### config.mk
export PLATFORM = sky130hd
export DESIGN_NAME = tt_um_weight_load
export DESIGN_NICKNAME = d
export VERILOG_FILES = /design/src/rtl/tt_um_weight_load.sv
export SDC_FILE = /design/constraint.sdc
export NUM_CORES = 1
export LEC_CHECK = 0
export ABC_AREA = 1
export CELL_PAD_IN_SITES_DETAIL_PLACEMENT = 2
export CELL_PAD_IN_SITES_GLOBAL_PLACEMENT = 2
export CORE_MARGIN = 2
export CORE_UTILIZATION = 31
export CTS_CLUSTER_SIZE = 40
export DETAILED_ROUTE_END_ITERATION = 16
export HOLD_SLACK_MARGIN = 0.1
export PLACE_DENSITY = 0.9
export SKIP_LAST_GASP = 1
export SLEW_MARGIN = 20
export SYNTH_ARGS = -nofsm -noshare
export SYNTH_HDL_FRONTEND = slang
export SYNTH_SLANG_ARGS = --single-unit
### constraint.sdc
create_clock -name clk -period 2.5 [get_ports clk]
set_input_delay 0.5 -clock clk [delete_from_list [all_inputs] [get_ports clk]]
set_output_delay 0.5 -clock clk [all_outputs]
set_load 0.02 [all_outputs]
### src/rtl/tt_um_weight_load.sv
// Weight pin-stream receiver: two planes per row (MSB then LSB) assembled into a packed
// 2-bit signed weight bus. A row is committed whole on its LSB edge, never half-written.
module tt_um_weight_load #(
    parameter int MAX_IN_LEN  = 16,
    parameter int MAX_OUT_LEN = 8
) (
    input  logic                                 clk,
    input  logic                                 rst_n,
    input  logic                                 ena,
    input  logic [6:0]                           ui_param,
    input  logic [MAX_OUT_LEN-1:0]               ui_input,
    output logic [2*MAX_IN_LEN*MAX_OUT_LEN-1:0]  uo_weights,
    output logic                                 uo_busy,
    output logic                                 uo_done
);
    localparam int ROW_W = (MAX_IN_LEN > 1) ? $clog2(MAX_IN_LEN) : 1;

    typedef enum logic [1:0] {S_MSB, S_LSB, S_HOLD} state_t;

    state_t                                     state;
    logic [ROW_W-1:0]                           row;
    logic [MAX_OUT_LEN-1:0]                     staging;
    logic                                       ena_d;
    logic [MAX_IN_LEN-1:0][2*MAX_OUT_LEN-1:0]   w_q;
    logic [2*MAX_OUT_LEN-1:0]                   row_word;
    logic                                       last_row;
    logic                                       row_wrap;
    logic                                       unused_param;

    // Each weight pairs the staged MSB plane bit with the live LSB plane bit.
    always_comb begin
        row_word = '0;
        for (int i = 0; i < MAX_OUT_LEN; i++)
            row_word[2*i +: 2] = {staging[i], ui_input[i]};
    end

    assign last_row     = (32'(row) == 32'(ui_param[6:3]));
    assign row_wrap     = (32'(row) == MAX_IN_LEN - 1);
    assign uo_weights   = w_q;
    assign unused_param = ^ui_param[2:0];

    always_ff @(posedge clk or negedge rst_n) begin
        if (!rst_n) begin
            state   <= S_MSB;
            row     <= '0;
            staging <= '0;
            ena_d   <= 1'b0;
            w_q     <= '0;
            uo_busy <= 1'b0;
            uo_done <= 1'b0;
        end else begin
            ena_d <= ena;
            if (ena_d && !ena) begin
                // Falling enable aborts any transfer; committed rows are retained.
                state   <= S_MSB;
                row     <= '0;
                uo_busy <= 1'b0;
                uo_done <= 1'b0;
            end else if (ena) begin
                case (state)
                    S_MSB: begin
                        staging <= ui_input;
                        uo_busy <= 1'b1;
                        state   <= S_LSB;
                    end
                    S_LSB: begin
                        w_q[row] <= row_word;
                        if (last_row) begin
                            uo_done <= 1'b1;
                            uo_busy <= 1'b0;
                            state   <= S_HOLD;
                        end else begin
                            row   <= row_wrap ? '0 : row + 1'b1;
                            state <= S_MSB;
                        end
                    end
                    S_HOLD: uo_done <= 1'b0;
                    default: state <= S_MSB;
                endcase
            end
        end
    end
endmodule

==> run summary <==
Finish
* **top library cells by usage in the layout, fill and taps aside** sky130_fd_sc_hd__dfrtp_1 (273), sky130_fd_sc_hd__clkdlybuf4s50_1 (271), sky130_fd_sc_hd__nor2_1 (198)
* **leading cell type in the layout, fill and taps excluded** sky130_fd_sc_hd__dfrtp_1
* **Post-layout nets** 1293
* **antenna cells** 0
* **synth-to-layout area growth** 41.6%
* **share of final-layout standard cells stronger than drive strength 1** 9.87%

Global routing
* **total global routing overflow** 0
* **via count of the first global-routing pass** 9676
* **overall fraction of global-route tracks in use** 23.7%
* **global-route wire length before repair** 61100 µm
* **number of antenna violations at the first check in global routing** 1
* **largest net degree at the start of global routing** 65

Worst setup path
* **highest fanout seen on the critical path** 2
* **Worst Path Class, Setup** flop to output port
* **worst path bufs/invs** 1
* **critical path's largest stage delay** 0.68 ns
* **CP max-delay cell** sky130_fd_sc_hd__clkdlybuf4s50_1
* **arrival time of the worst setup path** 1.60 ns
* **cell-by-cell listing of the critical path** clkdlybuf4s50_1
* **top cell family by delay on the critical path** buffers and inverters
* **Req. time, crit path** 2.00 ns
* **startpoint types** flop
* **critical path capture point type** output port

Power and ir drop
* **worst voltage drop across the vdd grid** 503 µV
* **pwr/cell area** 913 mW/mm²
* **leakage power summed over all cells** 6.68 nW

Placed design
* **routability cong.** 0.769
* **count of buffers inserted at the top-level ports** 272
* **half-perimeter wire length of the detailed placement result** 27300 µm

Detailed routing
* **number of nets with antenna violations after detailed routing** 0
* **total length of routed wires** 40400 µm
* **Detailed Route Iter0 Violations** 342
* **via count** 8445
* **Vias per Instance** 4.88
* **post-route DRC violation count** 0
* **length of the first detailed-routing pass in iterations** 4
* **average routed wire per standard cell** 23.3 µm

Synth
* **total nets after synthesis** 1020
* **Cell Area, Synth** 0.0103 mm²
* **proportion of synthesized chip area in sequential cells** 66.6%
* **mean instance size in the synthesized netlist** 10.3 µm²
* **distinct cell type count of the synthesized netlist** 25
* **number of warnings reported in the yosys synthesis log** 0
* **register bit total from synthesis** 273
* **post-synthesis cell count** 998

Clocking
* **TritonCTS clock tree** built
* **Clk Latency, worst-skew pair** 0.55 ns
* **clock-pin slew on the worst setup and hold paths** 0.06 ns
* **number of H-tree levels** 1
* **clock sinks** 273
* **largest buffer count on any clock path** 3
* **clock buffer count from CTS** 31
* **CTS Root Cell** sky130_fd_sc_hd__clkbuf_16

Outcome
* **status** finished clean

STA
* **maximum clock rate** 0.475 GHz
* **setup repair after global routing missed its margin** no
* **worst hold slack across all endpoints** 0.490 ns
* **final total negative setup slack** 0 ns
* **Tightest Pin Transition** 1.04 ns
* **final clock period utilization by the worst path** 84.1%
* **largest clock skew in the final design** 0.0103 ns
* **final-report setup violation count** 0
* **minimum clock period** 2.10 ns
* **total count of hold-check failures in the final report** 0
* **number of pins exceeding their max-slew limit in the final report** 0
* **Slew Limit Headroom** 30.7%

Hold path
* **worst min-delay path category** primary input to async pin

Floorplan
* **Chip Width** 186 µm
* **Starting Density** 31.5%
* **number of cell rows** 66
* **Die Area** 0.0346 mm²
* **IO Pins** 276
* **chip height** 186 µm
* **placeable core region** 0.0325 mm²

Flow run
* **Max-cap violations** 0

## final cells by class
cell class                 count  area, µm²
inverter                      49        184
tap                          442        553
timing repair buffer         308       3130
fill                        3358      18000
multi-input combinational    608       2900
sequential                   273       6830
clock inverter                 4       20.0
clock buffer                  45        918
## registers in the layout (all words and copies together) (netlist names)
signal	cells
uo_done	1
uo_busy	1
staging	8
uo_weights	256
ena_d	1
state	2
row	4
## cells in the mapped netlist
| library cell | n | area, µm² |
|---|---|---|
| sky130_fd_sc_hd__clkbuf_1 | 27 | 101 |
| sky130_fd_sc_hd__o21ai_1 | 9 | 45.0 |
| sky130_fd_sc_hd__nor2_4 | 2 | 22.5 |
| sky130_fd_sc_hd__nand3_1 | 10 | 50.1 |
| sky130_fd_sc_hd__a21oi_2 | 21 | 184 |
| sky130_fd_sc_hd__o21ai_0 | 66 | 330 |
| sky130_fd_sc_hd__buf_4 | 9 | 67.6 |
| sky130_fd_sc_hd__nor2_1 | 198 | 743 |
| sky130_fd_sc_hd__nor3_2 | 1 | 10.0 |
| sky130_fd_sc_hd__nand3_2 | 3 | 30.0 |
| sky130_fd_sc_hd__inv_2 | 5 | 18.8 |
| sky130_fd_sc_hd__buf_6 | 4 | 45.0 |
| sky130_fd_sc_hd__a21oi_1 | 171 | 856 |
| sky130_fd_sc_hd__a21boi_0 | 1 | 7.51 |
| sky130_fd_sc_hd__nand2_1 | 102 | 383 |
| sky130_fd_sc_hd__dfrtp_1 | 273 | 6830 |
| sky130_fd_sc_hd__nand2_2 | 3 | 18.8 |
| sky130_fd_sc_hd__xor2_1 | 1 | 8.76 |
| sky130_fd_sc_hd__ha_1 | 4 | 50.1 |
| sky130_fd_sc_hd__nand2_8 | 1 | 20.0 |
| sky130_fd_sc_hd__nand4_1 | 4 | 25.0 |
| sky130_fd_sc_hd__buf_2 | 28 | 140 |
| sky130_fd_sc_hd__inv_1 | 44 | 165 |
| sky130_fd_sc_hd__nor2_8 | 3 | 60.1 |
| sky130_fd_sc_hd__nor2_2 | 8 | 50.1 |
## layer usage
metal | up-vias | track usage, % | wire length [µm]
met5 | - | 0 | 0
met4 | 0 | 7.56 | 1350
met3 | 68 | 5.07 | 2280
met2 | 247 | 44.0 | 21500
met1 | 4360 | 26.9 | 15200
li1 | 3770 | - | -
## power breakdown
group | internal, mW | total, mW | switching [mW]
sequential | 5.07 | 5.51 | 0.440
clock | 2.50 | 4.28 | 1.78
combinational | 1.41 | 3.47 | 2.06
## stage by stage
| step | utilization, % | cells | cell area (µm²) | total power, mW | worst slack (ns) |
|---|---|---|---|---|---|
| CTS | 44.7 | 1729 | 14500 | 13.5 | 0.365 |
| detailed placement | 41.8 | 1679 | 13600 | 9.07 | 0.0943 |
| global placement | 41.8 | 1679 | 13600 | 8.83 | 0.225 |
| global route | 44.7 | 1729 | 14500 | 13.9 | 0.340 |
| floorplan | - | 998 | 10300 | 7.02 | 1.07 |
| finish | 44.7 | 1729 | 14500 | 13.3 | 0.396 |
## kinds of logic (layout without fill, tap and decap cells)
group / after synthesis / in the layout / synth area share, %
AO/OA/AOI/OAI: 268 / 268 / 13.9
XOR/XNOR: 1 / 1 / 0.0854
adder cells (fa/ha/maj): 4 / 4 / 0.488
buffers and inverters: 117 / 406 / 5.24
flip-flops: 273 / 273 / 66.6
AND/OR/NAND/NOR: 335 / 335 / 13.8
## final timing paths
kind	slack [ns]	depth (start not counted)	end	from
worst max register to register	0.59	6	uo_weights[142]	row[0]
worst min register to register	0.49	2	uo_weights[6]	uo_weights[6]
min in group clk	0.49	2	uo_weights[6]	uo_weights[6]
max in group asynchronous	1.22	3	staging[2]	rst_n
worst min-delay path	0.49	2	uo_weights[118]	rst_n
worst max-delay path	0.40	1	uo_weights[83]	uo_weights[83]
## what timing repair did
item,CTS,global route
setup buffers,0,0
resized for setup,0,0
endpoints found under the hold margin,51,0
hold buffers,1,0
Note: power is estimated with default switching activity, not from simulation.
